File: config.mk
export PLATFORM = sky130hd
export DESIGN_NAME = spu_imm_encoder
export DESIGN_NICKNAME = d
export VERILOG_FILES = /design/src/rtl/spu_imm_encoder.sv
export SDC_FILE = /design/constraint.sdc
export NUM_CORES = 1
export LEC_CHECK = 0
export CAP_MARGIN = 20
export CORE_ASPECT_RATIO = 1.25
export CORE_MARGIN = 5
export CORE_UTILIZATION = 40
export CTS_BUF_LIST = sky130_fd_sc_hd__clkbuf_2
export DETAILED_ROUTE_END_ITERATION = 16
export PLACE_DENSITY = 0.67
export SLEW_MARGIN = 20
export SYNTH_ARGS = -nofsm -noshare
export SYNTH_HDL_FRONTEND = slang
export SYNTH_SLANG_ARGS = --single-unit
File: constraint.sdc
create_clock -name clk -period 2.6 [get_ports clk]
set_input_delay 0.26 -clock clk [delete_from_list [all_inputs] [get_ports clk]]
set_output_delay 0.26 -clock clk [all_outputs]
set_load 0.02 [all_outputs]
File: src/rtl/spu_imm_encoder.sv
// ----------------------------------------------------------------------------
// spu_imm_encoder
//
// Packs a signed immediate into the immediate bit field of an SPU
// instruction word. This is the inverse of the immediate select/sign-extend
// stage: a word produced here decodes back to the original value.
// The block also range-checks the value against the chosen format and keeps
// a saturating count of the range errors it has delivered downstream.
//
// The datapath is a two-stage valid/ready pipeline:
//   S1 holds the accepted beat (value, format, base word).
//   S2 holds the merged instruction word and its range flag, and drives the
//   outputs.
//
// Ports:
//   clk        rising-edge clock
//   rst_n      synchronous, active-low reset
//   in_valid   input beat valid
//   in_ready   encoder can accept a beat this cycle
//   imm_val    immediate value, signed two's complement
//   select     format: 00 I7 [17:11], 01 I10 [17:8], 10 I16 [24:9],
//              11 I18 [24:7] (I18 is unsigned)
//   base_inst  instruction word; its immediate field bits are replaced
//   out_valid  encoded word valid
//   out_ready  downstream accepts the word
//   inst       encoded instruction word
//   range_err  value did not fit the format (qualified by out_valid)
//   err_clr    synchronous clear of err_count
//   err_count  saturating count of range errors delivered downstream
// ----------------------------------------------------------------------------
module spu_imm_encoder #(
    parameter int CNT_W = 16
) (
    input  logic             clk,
    input  logic             rst_n,
    input  logic             in_valid,
    output logic             in_ready,
    input  logic [31:0]      imm_val,
    input  logic [1:0]       select,
    input  logic [31:0]      base_inst,
    output logic             out_valid,
    input  logic             out_ready,
    output logic [31:0]      inst,
    output logic             range_err,
    input  logic             err_clr,
    output logic [CNT_W-1:0] err_count
);

    localparam logic [1:0] SEL_I7  = 2'b00;
    localparam logic [1:0] SEL_I10 = 2'b01;
    localparam logic [1:0] SEL_I16 = 2'b10;
    localparam logic [1:0] SEL_I18 = 2'b11;

    localparam logic [31:0] MASK_I7  = 32'h0003_F800;
    localparam logic [31:0] MASK_I10 = 32'h0003_FF00;
    localparam logic [31:0] MASK_I16 = 32'h01FF_FE00;
    localparam logic [31:0] MASK_I18 = 32'h01FF_FF80;

    localparam logic [CNT_W-1:0] CNT_MAX = {CNT_W{1'b1}};
    localparam logic [CNT_W-1:0] CNT_ONE = {{(CNT_W-1){1'b0}}, 1'b1};

    // Stage 1 registers
    logic              s1_valid_q, s1_valid_d;
    logic [31:0]       s1_imm_q,   s1_imm_d;
    logic [1:0]        s1_sel_q,   s1_sel_d;
    logic [31:0]       s1_base_q,  s1_base_d;

    // Stage 2 registers
    logic              s2_valid_q, s2_valid_d;
    logic [31:0]       s2_inst_q,  s2_inst_d;
    logic              s2_err_q,   s2_err_d;

    // Error counter
    logic [CNT_W-1:0]  err_count_q, err_count_d;

    // Handshake and datapath intermediates
    logic              s2_advance;
    logic              s2_load_en;
    logic              s1_advance;
    logic              s1_load;
    logic [31:0]       field_mask;
    logic [31:0]       field_val;
    logic              s1_range_err;
    logic [31:0]       merged_inst;

    // Pipeline handshake. S2 can take a new word when it is empty or its
    // current word leaves this cycle; S1 can take a beat under the same rule
    // one stage later. in_ready depends only on state and out_ready, never on
    // in_valid, so upstream logic cannot form a combinational loop through us.
    always_comb begin
        s2_advance = s2_valid_q && out_ready;
        s2_load_en = !s2_valid_q || s2_advance;
        s1_advance = s1_valid_q && s2_load_en;
        in_ready   = !s1_valid_q || s1_advance;
        s1_load    = in_valid && in_ready;
    end

    // Field geometry and range check for the beat sitting in S1.
    // The signed formats fit when every bit above the field's sign bit equals
    // that sign bit (all ones or all zeros). I18 is unsigned, so any set bit
    // above the field, including a negative sign, is an error.
    // Out-of-range values are still truncated into the field.
    always_comb begin
        field_mask   = 32'h0000_0000;
        field_val    = 32'h0000_0000;
        s1_range_err = 1'b0;
        case (s1_sel_q)
            SEL_I7: begin
                field_mask   = MASK_I7;
                field_val    = {14'b0, s1_imm_q[6:0], 11'b0};
                s1_range_err = !((&s1_imm_q[31:6]) || !(|s1_imm_q[31:6]));
            end
            SEL_I10: begin
                field_mask   = MASK_I10;
                field_val    = {14'b0, s1_imm_q[9:0], 8'b0};
                s1_range_err = !((&s1_imm_q[31:9]) || !(|s1_imm_q[31:9]));
            end
            SEL_I16: begin
                field_mask   = MASK_I16;
                field_val    = {7'b0, s1_imm_q[15:0], 9'b0};
                s1_range_err = !((&s1_imm_q[31:15]) || !(|s1_imm_q[31:15]));
            end
            SEL_I18: begin
                field_mask   = MASK_I18;
                field_val    = {7'b0, s1_imm_q[17:0], 7'b0};
                s1_range_err = |s1_imm_q[31:18];
            end
            default: begin
                field_mask   = 32'h0000_0000;
                field_val    = 32'h0000_0000;
                s1_range_err = 1'b0;
            end
        endcase
        merged_inst = (s1_base_q & ~field_mask) | field_val;
    end

    // Next-state for both stages. Data registers only load on a real
    // transfer, so a stalled S2 keeps inst and range_err stable and an
    // empty pipeline keeps its post-reset zeros.
    always_comb begin
        s1_valid_d = s1_valid_q;
        s1_imm_d   = s1_imm_q;
        s1_sel_d   = s1_sel_q;
        s1_base_d  = s1_base_q;
        s2_valid_d = s2_valid_q;
        s2_inst_d  = s2_inst_q;
        s2_err_d   = s2_err_q;

        if (s1_load) begin
            s1_imm_d  = imm_val;
            s1_sel_d  = select;
            s1_base_d = base_inst;
        end
        if (s1_load || s1_advance) begin
            s1_valid_d = s1_load;
        end

        if (s2_load_en) begin
            s2_valid_d = s1_valid_q;
        end
        if (s1_advance) begin
            s2_inst_d = merged_inst;
            s2_err_d  = s1_range_err;
        end
    end

    // Error counter: clear wins over a same-cycle increment, and the count
    // sticks at its maximum instead of wrapping.
    always_comb begin
        err_count_d = err_count_q;
        if (err_clr) begin
            err_count_d = '0;
        end else if (s2_advance && s2_err_q && (err_count_q != CNT_MAX)) begin
            err_count_d = err_count_q + CNT_ONE;
        end
    end

    // State registers with synchronous reset; reset discards in-flight beats.
    always_ff @(posedge clk) begin
        if (!rst_n) begin
            s1_valid_q  <= 1'b0;
            s1_imm_q    <= 32'h0000_0000;
            s1_sel_q    <= 2'b00;
            s1_base_q   <= 32'h0000_0000;
            s2_valid_q  <= 1'b0;
            s2_inst_q   <= 32'h0000_0000;
            s2_err_q    <= 1'b0;
            err_count_q <= '0;
        end else begin
            s1_valid_q  <= s1_valid_d;
            s1_imm_q    <= s1_imm_d;
            s1_sel_q    <= s1_sel_d;
            s1_base_q   <= s1_base_d;
            s2_valid_q  <= s2_valid_d;
            s2_inst_q   <= s2_inst_d;
            s2_err_q    <= s2_err_d;
            err_count_q <= err_count_d;
        end
    end

    assign out_valid = s2_valid_q;
    assign inst      = s2_inst_q;
    assign range_err = s2_err_q;
    assign err_count = err_count_q;

endmodule
# After elaboration in Yosys (flattened, before gate mapping)
# Index checks and enable logic that the tools add are counted.
# totals
output_inout_bits	51
mem_bits_ro	0
mem_bits_rw	0
inputBits	71
latchBits	0
register_bits	117
wordCells	48
n_memories	0
# op_classes
n_mux	3
n_reduce_logical	28
addsub	1
bitwise_logic	4
n_lt_le_gt_ge	0
n_eq_ne	4
n_shift	0
div_mod_pow	0
mul	0
# op_table
op	n
one-hot mux 32 bit (4 select lines)	2
AND 32 bit	1
inverter 32 bit	1
bitwise OR 32 bit	1
AND reduction 26 bit	1
OR reduction 26 bit	1
AND reduction 23 bit	1
OR reduction 23 bit	1
AND reduction 17 bit	1
OR reduction 17 bit	1
adder 16 x 1 -> 16 bit, second input constant	1
inequality test 16 bit, second input constant	1
OR reduction 14 bit	1
logical NOT 1 bit	8
logical OR 1 bit	6
logical AND 1 bit	5
== test 2 bit, second input constant	2
one-hot mux 1 bit (4 select lines)	1
== test 2 x 1 -> 1 bit, second input constant	1
logical NOT 2 bit	1
OR reduction 2 bit	1
inverter 1 bit	1

# Logic depth before layout (Yosys ltp)
# Gate-level depths: netlist of the first run.
# logic_depth
depth_word	6
depth_mapped	7
depth_no_buf	6

# Least setup slack after synthesis of the first run
# Ideal clock, no wire load.
# synth_timing
path_kind	reg2reg
start	register err_count_q[2] (netlist: err_count[2])
end	register err_count_q[10] (netlist: err_count[10])
arrival_time_ns	1.702
stages_incl_launch_ff	7
required_time_ns	2.485
setup_slack_ns	0.783
path_cell_list	dfxtp_1 > clkbuf_2 > nand4_4 > nor4_4 > and4b_2 > xnor2_1 > nor2_1
# synth_via
elab_chain_len	2
word_cells_on_any_way	3
cone_classes	add/sub: 1; eq/ne: 1; reduce/logical: 1
# synth_lines
element	line	rtl
start: declaration	74	logic [CNT_W-1:0] err_count_q, err_count_d;
start signal: assignment	197	err_count_q <= err_count_d;
parallel branches: the longest is 2 deep, another holds adder 16 x 1 -> 16 bit	--	
# Parallel ways; which one is timed is not known.
# A chain may end at the register's enable or synchronous reset.

# Worst setup path after layout of the first run
# layout_timing
start	register s2_valid_q (netlist: out_valid)
end	output port in_ready
# layout_via
elab_chain_len	4
word_cells_on_any_way	5
cone_classes	reduce/logical: 5
# layout_lines
element	line	rtl
start: declaration	69	logic s2_valid_q, s2_valid_d;
start signal: assignment	194	s2_valid_q <= s2_valid_d;
logical NOT 1 bit / logical AND 1 bit (equally long branches)	92, 91	
logical OR 1 bit *	92	s2_load_en = !s2_valid_q || s2_advance;
logical AND 1 bit *	93	s1_advance = s1_valid_q && s2_load_en;
logical OR 1 bit *	94	in_ready = !s1_valid_q || s1_advance;
end: declaration	37	output logic in_ready,
# Mark *: on every way between the ends. The rest lies on a longest branch, timed or not.

==> qor.yml, run 1 <==
power:
  power_density_mw_per_mm2: 471
  ir_drop_uv: 207
  leakage_nw: 2.22
  total_power_mw: 2.94
worst_setup_path:
  startpoint_type: "flop"
  reg2reg_from: "out_valid"
  critPathLaunch: "out_valid"
  slowest_delay_ps: 570
  cp.required_ps: 2340
  r2r_slack_ps: 680
  critical-path-top-delay-family: "buffers and inverters"
  endpoint_kind: "primary output"
  cp_slowest_cell: "clkdlybuf4s50_1"
  cp.arrival_ps: 2070
  worst-path-buf-inv: 1
  path_class: "reg2out"
  cp_cell_sequence: "nor2b_1 > nand2_1 > clkdlybuf4s50_1"
  reg2reg_to: "s1_imm_q[2]"
  crit_path_max_fanout: 4
  worst-r2r-cell-count: 6
synthesis:
  ys_warn_count: 0
  synth_area_leader_cell: "dfxtp_1"
  syn_avg_cell_area_sq_um: 8.51
  synth_common_cells: "nand2_1 (181), dfxtp_1 (110), a21boi_0 (83), nor2_1 (38), clkbuf_1 (23)"
  synth_top_area_share_pct: 45.6
  async_reset_ff_share_pct: 0
  syn_area_sq_mm: 0.00483
  synthCells: 568
  synth_most_common_cell: "nand2_1"
  ys_ff_latch: 110
  synth_seq_area_share_pct: 45.6
  syn_nets: 640
  synth.area.top_cells: "dfxtp_1 (46%), nand2_1 (14%), a21boi_0 (13%)"
  synth_cell_type_count: 48
  synth_edf_count: 0
  synth-main-ff-cell: "dfxtp_1"
detailed_routing:
  drt_iter0_drc: 166
  wl_per_cell_microns: 14.2
  route.detailed.drc: 0
  antenna_left: 0
  drt-pass1-iter-count: 4
  dr_total_vias: 4191
  drt-total-wl_mm: 11.9
  via_per_inst: 5.00
worst_hold_path:
  hp-class: "in2reg"
  hp-start: "rst_n"
  whs_path_depth: 2
  holdPathEnd: "inst[7]"
floorplan:
  die_w_microns: 108
  num_rows: 45
  fp.dieArea_sq_mm: 0.0144
  fp.dieH_microns: 133
  start_util_pct: 40.3
  core_area_sq_mm: 0.0120
  ios: 122
timing:
  setup_viol: 0
  finClkSkew_ps: 25.9
  max_slew_margin_pct: 53.6
  final-hold-violation-count: 0
  period_minus_slack_ps: 2330
  rsz0062_at_grt: "false"
  tightest_slew_ps: 695
  finalMaxSlewViolations: 0
  min_period_over_period_pct: 89.5
  tns_ps: 0
  max_freq_ghz: 0.430
  holdWs_ps: 120
cts:
  clock-sinks: 110
  post_cts_buffers: 0
  clock_path_buffers: 2
  post_cts_resized: 0
  htree_levels: 3
  clockRootBuffer: "clkbuf_2"
  clk_pin_slew_worst_paths_ps: 260
  numCtsBuffers: 9
  ctsHoldBuffers: 0
  insertion_delay_ps: 570
  cts_tree: "built"
global_route:
  grt_pass1_wl_mm: 19.3
  gr-total-overflow: 0
  grt_util_all_layers_pct: 16.6
  antenna_found_initial: 1
  grt_pass1_vias: 4087
  grt_max_degree: 60
outcome:
  outcome: "finished clean"
cells_and_area:
  drive_gt1_share_pct: 7.58
  nets: 740
  areaGrowthSynthToFinish_pct: 29.3
place:
  place_hpwl_mm: 8.74
  gp_congestion: 0.887
  numPortBuffers: 114
flow_run:
  maxCapViolations: 0
==> how the worst max path moves through the flow <==
stage,slack [ps],end,depth (start not counted)
after floorplan,780,err_count[10],6
after global placement,510,s1_sel_q[0],7
after CTS,220,in_ready,3
after global routing,150,in_ready,3
after detailed placement,410,s1_imm_q[22],7
final,270,in_ready,3
==> worst register-to-register path, cell delays in order (launching register included) <==
cell and delay, ps:
dfxtp_1 440, nor2b_1 350, nand2_1 160, nand2_2 360
buf_12 280, nand2_1 70, a21boi_0 200
==> final cells by class <==
type                            count  area [sq um]
Clock inverter                      6          38.8
Multi-Input combinational cell    418          2470
Tap cell                          164           205
Antenna cell                        1          2.50
Sequential cell                   110          2200
Fill cell                        1143          5750
Inverter                            2          7.51
Timing Repair Buffer              127          1270
Clock buffer                       10          50.0
==> where the power goes <==
part / switching [mW] / leakage [nW] / internal [mW] / total [mW]
clock network: 0.548 / 0.0593 / 0.128 / 0.676
registers: 0.0602 / 0.900 / 1.77 / 1.83
logic: 0.205 / 1.26 / 0.234 / 0.439
total: 0.814 / 2.22 / 2.13 / 2.94
==> flip-flops by register name (all words and copies together), names as in the netlist <==
signal,flops
s1_valid_q,1
s1_imm_q,32
err_count,16
out_valid,1
range_err,1
inst,32
s1_base_q,25
s1_sel_q,2
==> cells in the final DEF (no fill, tap or decap), types with 3 or more instances in the layout <==
master / n
nor3b_1: 9
and3_1: 3
nor3_1: 7
o211ai_1: 8
mux4_2: 9
a31oi_1: 4
a41o_2: 3
nand3_1: 10
nor2_1: 38
nand2_1: 180
clkbuf_2: 10
a21boi_0: 83
buf_12: 3
xnor2_1: 8
clkdlybuf4s50_1: 113
a21oi_1: 4
mux2i_1: 8
buf_4: 10
dfxtp_1: 110
nor4_1: 6
nand4_1: 8
==> logic make-up (layout without fill, tap and decap cells) <==
family | after synthesis | after routing | share of synthesized area, %
AND/OR/NAND/NOR | 278 | 278 | 25.6
buffers and inverters | 40 | 145 | 3.57
adder cells (fa/ha/maj) | 1 | 1 | 0.259
AO/OA/AOI/OAI | 114 | 114 | 17.7
multiplexers | 17 | 17 | 5.85
flip-flops | 110 | 110 | 45.6
other | 0 | 1 | 0
XOR/XNOR | 8 | 8 | 1.45
==> per-stage QoR <==
stage	std cells	cell area, sq um	util [%]	worst slack, ps
after global placement	821	6160	51.3	508
after floorplan	568	4830	-	783
after global routing	838	6250	52.1	154
final	838	6250	52.1	272
after detailed placement	821	6160	51.3	412
after CTS	837	6240	52.1	225
==> metal layers <==
| metal | wire length (microns) | GRT usage [%] | vias up |
|---|---|---|---|
| met5 | 0 | 0 | - |
| met4 | 152 | 5.47 | 0 |
| met3 | 574 | 2.64 | 11 |
| met2 | 5930 | 28.8 | 98 |
| met1 | 5240 | 20.9 | 1942 |
| li1 | - | - | 2140 |
Note: power is estimated with default switching activity, not from simulation.
==> run 2: changes to the inputs <==
- DONT_BUFFER_PORTS: default -> 1
- PLACE_DENSITY: 0.67 -> default
==> qor.yml, run 2 (synthesis results as in run 1) <==
outcome:
  outcome: "finished clean"
worst_setup_path:
  crit_path_max_fanout: 59  # +55
  worst-path-buf-inv: 2  # +1
  startpoint_type: "flop"
  r2r_slack_ps: 240  # -440 ps
  reg2reg_to: "s1_imm_q[18]"
  crit_cells: 7  # +4
  path_class: "reg2reg"
  crit_path_frequent_cell: "nand2_1"
  critical-path-top-delay-family: "simple AND/OR/NAND/NOR gates"
  slowest_delay_ps: 560  # about the same
  worst-r2r-cell-count: 7  # +1
  endpoint_kind: "flop"
  cp_slowest_cell: "dlygate4sd3_1"
  reg2reg_from: "out_valid"
  cp.arrival_ps: 2910  # +840 ps
  cp_cell_sequence: "nor2b_1 > nand2_1 > nand2_2 > buf_12 > nand2_1 > a21boi_0 > dlygate4sd3_1"
  cp.required_ps: 3140  # +800 ps
timing:
  max_slew_margin_pct: 50.4  # -3.1 points
  setup_viol: 0  # unchanged
  max_freq_ghz: 0.423  # -1.5%
  period_minus_slack_ps: 2360  # +36.0 ps
  finalMaxSlewViolations: 0  # unchanged
  tightest_slew_ps: 742  # +47.1 ps
  min_period_over_period_pct: 90.9  # +1.4 points
  holdWs_ps: 84.4  # -35.6 ps
  finClkSkew_ps: 27.8  # +1.93 ps
  tns_ps: 0  # unchanged
  rsz0062_at_grt: "false"
  post-route-worst-setup-slack_ps: 236  # -36.0 ps
  final-hold-violation-count: 0  # unchanged
cts:
  post_cts_buffers: 0  # unchanged
  htree_levels: 3  # unchanged
  clock-sinks: 110  # unchanged
  clock_path_buffers: 2  # unchanged
  clockRootBuffer: "clkbuf_2"
  insertion_delay_ps: 570  # about the same
  clk_pin_slew_worst_paths_ps: 290  # +30 ps
  numCtsBuffers: 9  # unchanged
  cts_tree: "built"
global_route:
  grt_pass1_wl_mm: 20.1  # +3.8%
  gr-total-overflow: 0  # unchanged
  antenna_found_initial: 0  # -1
  grt_util_all_layers_pct: 17.3  # +0.66 points
  grt_pass1_vias: 4027  # -1.5%
  grt_max_degree: 96  # +60%
cells_and_area:
  layout_common_cells: "nand2_1 (180), dfxtp_1 (109), a21boi_0 (83)"
  final_common_cell: "nand2_1"
  utilization_pct: 48.5  # -3.6 points
  design_area_sq_mm: 0.00582  # -6.8%
  drive_gt1_share_pct: 9.06  # +1.5 points
  areaGrowthSynthToFinish_pct: 20.5
  antenna_cells: 0  # -1
  nets: 696  # -5.9%
floorplan:
  core_area_sq_mm: 0.0120  # unchanged
  die_w_microns: 108  # unchanged
  start_util_pct: 40.3  # unchanged
  num_rows: 45  # unchanged
  fp.dieArea_sq_mm: 0.0144  # unchanged
  ios: 122  # unchanged
  fp.dieH_microns: 133  # unchanged
place:
  dpl_cell_area_sq_mm: 0.00502  # -18%
  dp_slack_ps: 597  # +185 ps
  numPortBuffers: 0  # -100%
  gp_congestion: 0.765  # -14%
  place_hpwl_mm: 8.48  # -3.0%
detailed_routing:
  drt-total-wl_mm: 12.2  # +2.8%
  via_per_inst: 5.14  # +2.7%
  route.detailed.drc: 0  # unchanged
  dr_total_vias: 4073  # -2.8%
  antenna_left: 0  # unchanged
  wl_per_cell_microns: 15.4  # +8.6%
  drt_iter0_drc: 176  # +6.0%
  drt-pass1-iter-count: 4  # unchanged
worst_hold_path:
  whs_path_depth: 4  # +2
  hp-start: "rst_n"
  holdPathEnd: "range_err"
  hp-class: "in2reg"
power:
  ir_drop_uv: 236  # +14%
  power_density_mw_per_mm2: 513  # +9.0%
  leakage_nw: 2.10  # -5.2%
flow_run:
  maxCapViolations: 0  # unchanged
## run 2: worst min-delay path: stages
cell     delay, ps
nand4_1         70
a41oi_1         50
a32oi_1        150
o41ai_1         90
## run 2: repair_timing
item                                    in CTS  in global routing
endpoints found under the setup margin       0                  3
endpoints found under the hold margin       94                  0
resized for setup                            0                  1
hold buffers                                66                  0
## run 2: worst max-delay path by stage
stage	to	slack (ps)	start
2_1_floorplan	err_count[10]	780	err_count[2]
3_3_place_gp	err_count[13]	620	err_count[0]
3_5_place_dp	err_count[9]	600	err_count[0]
4_1_cts	s1_base_q[8]	110	out_valid
5_1_grt	s1_base_q[8]	3	out_valid
6_report	s1_imm_q[18]	240	out_valid
## run 2: layout make-up
type,instances,area [sq um]
Multi-Input combinational cell,418,2470
Clock buffer,11,55.1
Timing Repair Buffer,83,818
Sequential cell,110,2200
Tap cell,164,205
Clock inverter,5,60.1
Fill cell,1163,6170
Inverter,2,7.51
## run 2: report_power, final
group          switching (mW)  total, mW  internal (mW)
Combinational           0.165      0.346          0.181
Clock                   0.548      0.775          0.227
Sequential             0.0983       1.87           1.77
Total                   0.812       2.99           2.18
## run 2: per-layer routing
metal / track usage, % / up-vias / wire (microns)
met5: 0 / - / 0
met4: 5.75 / 0 / 188
met3: 3.51 / 14 / 769
met2: 31.7 / 109 / 6400
met1: 19.7 / 1899 / 4870
li1: - / 2051 / -
## run 2: metrics by stage
step                      instances  power (mW)
after global placement          711        2.13
after global routing            793        3.14
final                           793        2.99
after CTS                       793        3.04
after detailed placement        711        2.14
after floorplan                 568        2.08
==> run 3: changes to the inputs <==
- clock period: 2.6 -> 2.9 ns (I/O delays scaled with it)
==> qor.yml, run 3 (synthesis results as in run 1) <==
worst_setup_path:
  cp.required_ps: 3450  # +310 ps
  startpoint_type: "flop"
  worst-r2r-cell-count: 7  # unchanged
  path_class: "reg2reg"
  critPathLaunch: "out_valid"
  crit_path_frequent_cell: "nand2_1"
  worst-path-buf-inv: 2  # unchanged
  cp.arrival_ps: 3080  # +170 ps
  cp_slowest_cell: "dlygate4sd3_1"
  r2r_slack_ps: 370  # +140 ps
  slowest_delay_ps: 560  # about the same
  reg2reg_from: "out_valid"
  crit_path_max_fanout: 26  # -56%
  reg2reg_to: "s1_base_q[9]"
  endpoint_kind: "flop"
  cp_cell_sequence: "nor2b_1 > nand2_1 > nand2_4 > buf_4 > nand2_1 > a21boi_0 > dlygate4sd3_1"
  critical-path-top-delay-family: "simple AND/OR/NAND/NOR gates"
  critPathCapture: "s1_base_q[9]"
  crit_cells: 7  # unchanged
timing:
  period_minus_slack_ps: 2530  # +163 ps
  final-hold-violation-count: 0  # unchanged
  finClkSkew_ps: 23.4  # -4.42 ps
  finalMaxSlewViolations: 0  # unchanged
  setup_viol: 0  # unchanged
  max_slew_margin_pct: 43.9  # -6.5 points
  holdWs_ps: 76.2  # -8.22 ps
  rsz0062_at_grt: "false"
  tightest_slew_ps: 840  # +97.3 ps
  tns_ps: 0  # unchanged
  post-route-worst-setup-slack_ps: 374  # +137 ps
  max_freq_ghz: 0.396  # -6.4%
  min_period_over_period_pct: 87.1  # -3.8 points
cells_and_area:
  nets: 687  # -1.3%
  antenna_cells: 0  # unchanged
  final_common_cell: "nand2_1"
  layout_common_cells: "nand2_1 (180), dfxtp_1 (109), a21boi_0 (83)"
  drive_gt1_share_pct: 7.74  # -1.3 points
  final_cells: 784  # -1.1%
  utilization_pct: 48.0  # -0.56 points
  areaGrowthSynthToFinish_pct: 19.1
flow_run:
  maxCapViolations: 0  # unchanged
floorplan:
  start_util_pct: 40.3  # unchanged
  num_rows: 45  # unchanged
  fp.dieArea_sq_mm: 0.0144  # unchanged
  ios: 122  # unchanged
  fp.dieH_microns: 133  # unchanged
  core_area_sq_mm: 0.0120  # unchanged
  die_w_microns: 108  # unchanged
cts:
  clk_pin_slew_worst_paths_ps: 290  # about the same
  insertion_delay_ps: 570  # about the same
  htree_levels: 3  # unchanged
  cts_tree: "built"
  post_cts_buffers: 0  # unchanged
  clock_path_buffers: 2  # unchanged
  numCtsBuffers: 9  # unchanged
  clockRootBuffer: "clkbuf_2"
  clock-sinks: 110  # unchanged
detailed_routing:
  drt-total-wl_mm: 12.2  # unchanged
  via_per_inst: 5.11  # -0.59%
  route.detailed.drc: 0  # unchanged
  antenna_left: 0  # unchanged
  wl_per_cell_microns: 15.6  # +1.1%
  drt_iter0_drc: 191  # +8.5%
  drt-pass1-iter-count: 4  # unchanged
  dr_total_vias: 4003  # -1.7%
worst_hold_path:
  hp-class: "in2reg"
outcome:
  outcome: "finished clean"
global_route:
  grt_pass1_wl_mm: 19.8  # -1.2%
  antenna_found_initial: 0  # unchanged
  gr-total-overflow: 0  # unchanged
  grt_pass1_vias: 3951  # -1.9%
  grt_max_degree: 94  # -2.1%
  grt_util_all_layers_pct: 17.2  # -0.089 points
place:
  dp.cells: 703  # -1.1%
  gp_congestion: 0.776  # +1.4%
  numPortBuffers: 0  # unchanged
  place_hpwl_mm: 8.49  # +0.15%
  dp_slack_ps: 646  # +49.1 ps
power:
  leakage_nw: 2.06  # -2.0%
  power_density_mw_per_mm2: 465  # -9.4%
  ir_drop_uv: 246  # +4.4%
run 3: changes by cell type in the layout (fill, tap and decap cells not counted), sizes merged:
cell / previous run / this run
dlygate4sd3: 65 / 64
buf: 18 / 10
clkbuf: 11 / 10
clkinvlp: 4 / 2
clkinv: 0 / 3
run 3: worst min path at each step:
stage,startpoint,endpoint,depth (start not counted)
floorplan,imm_val[15],s1_imm_q[15],2
global placement,rst_n,out_valid,1
detailed placement,rst_n,out_valid,1
CTS,rst_n,inst[3],2
global route,rst_n,s1_base_q[8],2
finish,rst_n,inst[3],2
run 3: routing by layer:
| layer | track usage (%) | vias up | part of all wire, % |
|---|---|---|---|
| met5 | 0 | - | 0 |
| li1 | - | 2026 | - |
| met3 | 4.00 | 11 | 5.7 |
| met1 | 19.4 | 1876 | 40 |
| met4 | 4.84 | 0 | 1.1 |
| met2 | 31.7 | 90 | 53 |
run 3: cell type report:
cell class	instances	area, sq um
Clock buffer	10	50.0
Sequential cell	110	2200
Fill cell	1149	6240
Multi-Input combinational cell	418	2470
Clock inverter	6	62.6
Inverter	2	7.51
Timing Repair Buffer	74	748
Tap cell	164	205
run 3: per-stage QoR:
stage          power [mW]  cell area [sq um]
2_1_floorplan        1.87               4830
3_3_place_gp         1.91               4960
3_5_place_dp         1.92               4960
4_1_cts              2.71               5740
5_1_grt              2.82               5750
6_report             2.67               5750
run 3: timing repair:
item                                    4_1_cts  5_1_grt
hold endpoints to repair                     94        1
hold buffers                                 64        1
endpoints found under the setup margin        0        2
resized for setup                             0        2
run 3: power by group:
| group | switching, mW | total (mW) | internal [mW] |
|---|---|---|---|
| Clock | 0.495 | 0.695 | 0.199 |
| Combinational | 0.147 | 0.308 | 0.160 |
| Sequential | 0.0875 | 1.67 | 1.58 |
| Total | 0.730 | 2.67 | 1.94 |
